===== src/rtl/param_updown_counter.sv =====
// param_updown_counter: parametrised up/down counter with parallel load, wrap or saturate,
// tc lookahead and a registered carry/borrow pulse. Define CNT_OVF_STICKY_EN for a sticky overflow flag.
module param_updown_counter #(
    parameter int WIDTH     = 3,
    parameter int MODULUS   = 8,
    parameter int RESET_VAL = 0,
    parameter int SATURATE  = 0
) (
    input  logic             clk,
    input  logic             rst_n,
    input  logic             en,
    input  logic             up_dn,
    input  logic             load,
    input  logic [WIDTH-1:0] load_val,
`ifdef CNT_OVF_STICKY_EN
    input  logic             ovf_clr,
    output logic             ovf_sticky,
`endif
    output logic [WIDTH-1:0] q,
    output logic             tc,
    output logic             carry
);

    localparam logic [WIDTH-1:0] MAX_Q   = WIDTH'(MODULUS - 1);
    localparam logic [WIDTH-1:0] RST_Q   = WIDTH'(RESET_VAL);
    // One extra bit so MODULUS == 2**WIDTH is representable in the load range check.
    localparam logic [WIDTH:0]   MOD_EXT = (WIDTH + 1)'(MODULUS);

    logic             at_max;
    logic             at_min;
    logic             load_in_range;
    logic [WIDTH-1:0] q_next;
    logic             carry_next;

    assign at_max        = (q == MAX_Q);
    assign at_min        = (q == '0);
    assign load_in_range = ({1'b0, load_val} < MOD_EXT);
    assign tc            = en & ~load & ((up_dn & at_max) | (~up_dn & at_min));

    always_comb begin
        q_next     = q;
        carry_next = 1'b0;
        if (load) begin
            q_next = load_in_range ? load_val : MAX_Q;
        end else if (en) begin
            if (up_dn) begin
                if (at_max) begin
                    carry_next = 1'b1;
                    q_next     = (SATURATE != 0) ? q : '0;
                end else begin
                    q_next = q + WIDTH'(1);
                end
            end else begin
                if (at_min) begin
                    carry_next = 1'b1;
                    q_next     = (SATURATE != 0) ? q : MAX_Q;
                end else begin
                    q_next = q - WIDTH'(1);
                end
            end
        end
    end

    always_ff @(posedge clk or negedge rst_n) begin
        if (!rst_n) begin
            q     <= RST_Q;
            carry <= 1'b0;
        end else begin
            q     <= q_next;
            carry <= carry_next;
        end
    end

`ifdef CNT_OVF_STICKY_EN
    // A boundary crossing on the same edge as a clear keeps the flag set.
    always_ff @(posedge clk or negedge rst_n) begin
        if (!rst_n) begin
            ovf_sticky <= 1'b0;
        end else if (carry_next) begin
            ovf_sticky <= 1'b1;
        end else if (ovf_clr) begin
            ovf_sticky <= 1'b0;
        end
    end
`endif

endmodule

===== config.mk =====
export PLATFORM = sky130hd
export DESIGN_NAME = param_updown_counter
export DESIGN_NICKNAME = d
export VERILOG_FILES = /design/src/rtl/param_updown_counter.sv
export SDC_FILE = /design/constraint.sdc
export NUM_CORES = 1
export LEC_CHECK = 0
export CAP_MARGIN = 20
export CORE_AREA = 2 2 39 41
export CTS_BUF_LIST = sky130_fd_sc_hd__clkbuf_4
export DETAILED_ROUTE_END_ITERATION = 6
export DIE_AREA = 0 0 41 43
export PLACE_DENSITY = 0.51
export SETUP_SLACK_MARGIN = 0.5
export SKIP_LAST_GASP = 1
export SYNTH_ARGS = -nofsm -noshare
export SYNTH_HDL_FRONTEND = slang
export SYNTH_SLANG_ARGS = --single-unit

===== constraint.sdc =====
create_clock -name clk -period 4.2 [get_ports clk]
set_clock_uncertainty 0.15 [all_clocks]
set_input_delay 0.84 -clock clk [delete_from_list [all_inputs] [get_ports clk]]
set_output_delay 0.84 -clock clk [all_outputs]
set_load 0.01 [all_outputs]

==> results.cfg <==
[setup_path]
worstSetupStartpoint = up_dn
critPathKind = primary input to output port
critPathCapture = tc
critical_path_arrival_ns = 2.47
worstReg2RegStart = q[0]
cp_max_fo = 6
r2r_end = q[2]
worstPathRequired_ns = 3.21
rrSetupSlack_ns = 2.63
critPathLaunchType = primary input
reg2reg_depth = 5
cp-end-kind = output port

[route]
routed-via-count = 288
drtIter0Drc = 4
routed_wl_um = 646
antenna_left = 0
viasPerCell = 4.36
drc = 0
dr.pass1.iters = 4
wl_per_cell_um = 9.79

[synth]
syn-cell-area_um2 = 302
synth_seq_cells = 4
syn_inst = 35
yosysUniqueCellTypes = 16
syn_nets = 47
ys_seq_area_share_pct = 33.2
yosys.area.top_type = dfrtp_1
synth_area_leaders = dfrtp_1, ha_1, a21oi_1, nand2_1, o21ai_0
yosysWarnings = 0
synth_top_area_share_pct = 33.2
syn_avg_cell_area_um2 = 8.62

[run]
drv_cap = 0

[cts]
h-tree-depth = 1
cts_buffer_depth = 2
cts_num_sinks = 4
cts_resized = 0
insertion_delay_ns = 0.23
clock_tree.root_cell = clkbuf_4
cts_setup_buffers = 0
ctsHoldBuffers = 0
cts_buffers = 3
path_clk_slew_ns = 0.04
tritoncts = done

[grt]
grt_pass1_vias = 282
gr-total-overflow = 0
grt_max_degree = 8
antenna_found_initial = 0
grt_pass1_wl_mm = 1.05
grt_usage_pct = 9.37

[power_and_ir_drop]
p_sw_mw = 0.0378
power_mw = 0.137
p_int_mw = 0.0990
p_leak_nw = 0.204
p_clk_share_pct = 34.2
vdd_ir_drop_max_mv = 0.131
seq_power_share_pct = 34.8
power.share.switching_pct = 27.6
comb_power_share_pct = 31.0
power.density_nw_per_um2 = 295

[die]
initial_core_util_pct = 21.8
coreArea_um2 = 1380
fp-row-count = 14
die_area_um2 = 1760
ios = 13
die_h_um = 43
dieWidth_um = 41

[final_layout]
diodes = 0
area_delta_synth_final_pct = 53.9
nets = 64
drive_gt1_share_pct = 8.00

[timing]
fin_setup_tns_ns = 0
final_max_slew_viol_count = 0
max_freq_ghz = 0.289
post-route-period-util_pct = 82.4
max_slew.worst_pin.slew_ns = 0.228
max_slew_margin_pct = 84.7
hold_viol = 0
fin_crit_ns = 3.46
rsz0062_at_grt = no
finalSetupViolCount = 0

[placed_design]
routabilityCongestion = 0.647
dpl.hpwl_um = 547
io_buffer_count = 12

[run_status]
status = completed

[worst_hold_path]
hold_class = flip-flop to flip-flop
hold_path_depth = 2
min_from = q[0]
==> through the flow <==
step | cells | cell area (um^2) | setup WS [ns] | hold WS, ns | utilization, %
floorplan | 35 | 302 | 1.69 | 0.394 | -
global placement | 63 | 442 | 0.754 | 0.512 | 31.9
detailed placement | 63 | 442 | 0.740 | 0.497 | 31.9
CTS | 66 | 464 | 0.734 | 0.511 | 33.5
global route | 66 | 464 | 0.665 | 0.555 | 33.5
finish | 66 | 464 | 0.741 | 0.499 | 33.5
==> cell families (layout without fill, tap and decap cells) <==
logic type      Yosys count  count (layout)  share of synthesized area [%]
simple gates             11              11                           20.8
fa+ha+maj                 4               4                           16.6
compound gates           12              12                           24.5
flops                     4               4                           33.2
buf+inv                   4              19                           4.98
==> power by group through the flow <==
stage | Sequential [mW] | Combinational (mW) | Clock (mW)
after global placement | 0.0483 | 0.0437 | 0
after detailed placement | 0.0482 | 0.0430 | 0
after floorplan | 0.0490 | 0.0199 | 0
after global routing | 0.0487 | 0.0488 | 0.0498
final | 0.0476 | 0.0424 | 0.0468
after CTS | 0.0477 | 0.0432 | 0.0504
==> layer usage <==
metal / GRT usage (%) / share of wire, % / vias to the layer above
met5: 0 / 0 / -
met4: 10.0 / 0 / 0
met3: 1.57 / 2.8 / 0
met2: 12.5 / 50 / 6
met1: 11.4 / 47 / 130
li1: - / - / 152
==> how the worst min path moves through the flow <==
stage,to,slack (ns)
floorplan,carry,0.39
CTS,q[0],0.51
detailed placement,q[0],0.50
global route,q[0],0.56
global placement,q[0],0.51
finish,q[0],0.50
==> state kept, by name, indices dropped and copies added (netlist names) <==
register  flops
carry         1
q             3
==> critical path, stage by stage <==
cell and delay (ns):
clkdlybuf4s50_1 0.49, or3b_4 0.41, a21boi_0 0.17, clkdlybuf4s50_1 0.55
==> cell usage after synthesis <==
master / n
a31o_1: 1
a21boi_0: 2
dfrtp_1: 4
ha_1: 4
nand2b_1: 1
nand2_1: 5
o31ai_1: 1
or3_1: 1
inv_1: 4
a21oi_1: 4
or3b_4: 1
o21ai_0: 3
and2b_1: 1
nor3_1: 1
o21a_1: 1
nor3b_1: 1
==> cells in the final DEF (no fill, tap or decap), types with 2 or more instances in the layout <==
cell,netlist,routed
clkdlybuf4s50_1,0,12
nand2_1,5,5
inv_1,4,4
a21oi_1,4,4
ha_1,4,4
dfrtp_1,4,4
o21ai_0,3,3
clkbuf_4,0,3
a21boi_0,2,2
==> final cells by class <==
class,instances,area [um^2]
fillers,151,920
multi-input cells,27,186
repair buffers,12,120
flip-flops and latches,4,100
clock buffers,3,22.5
well taps,16,20.0
inverters,4,15.0
(Power assumes the default switching activity.)
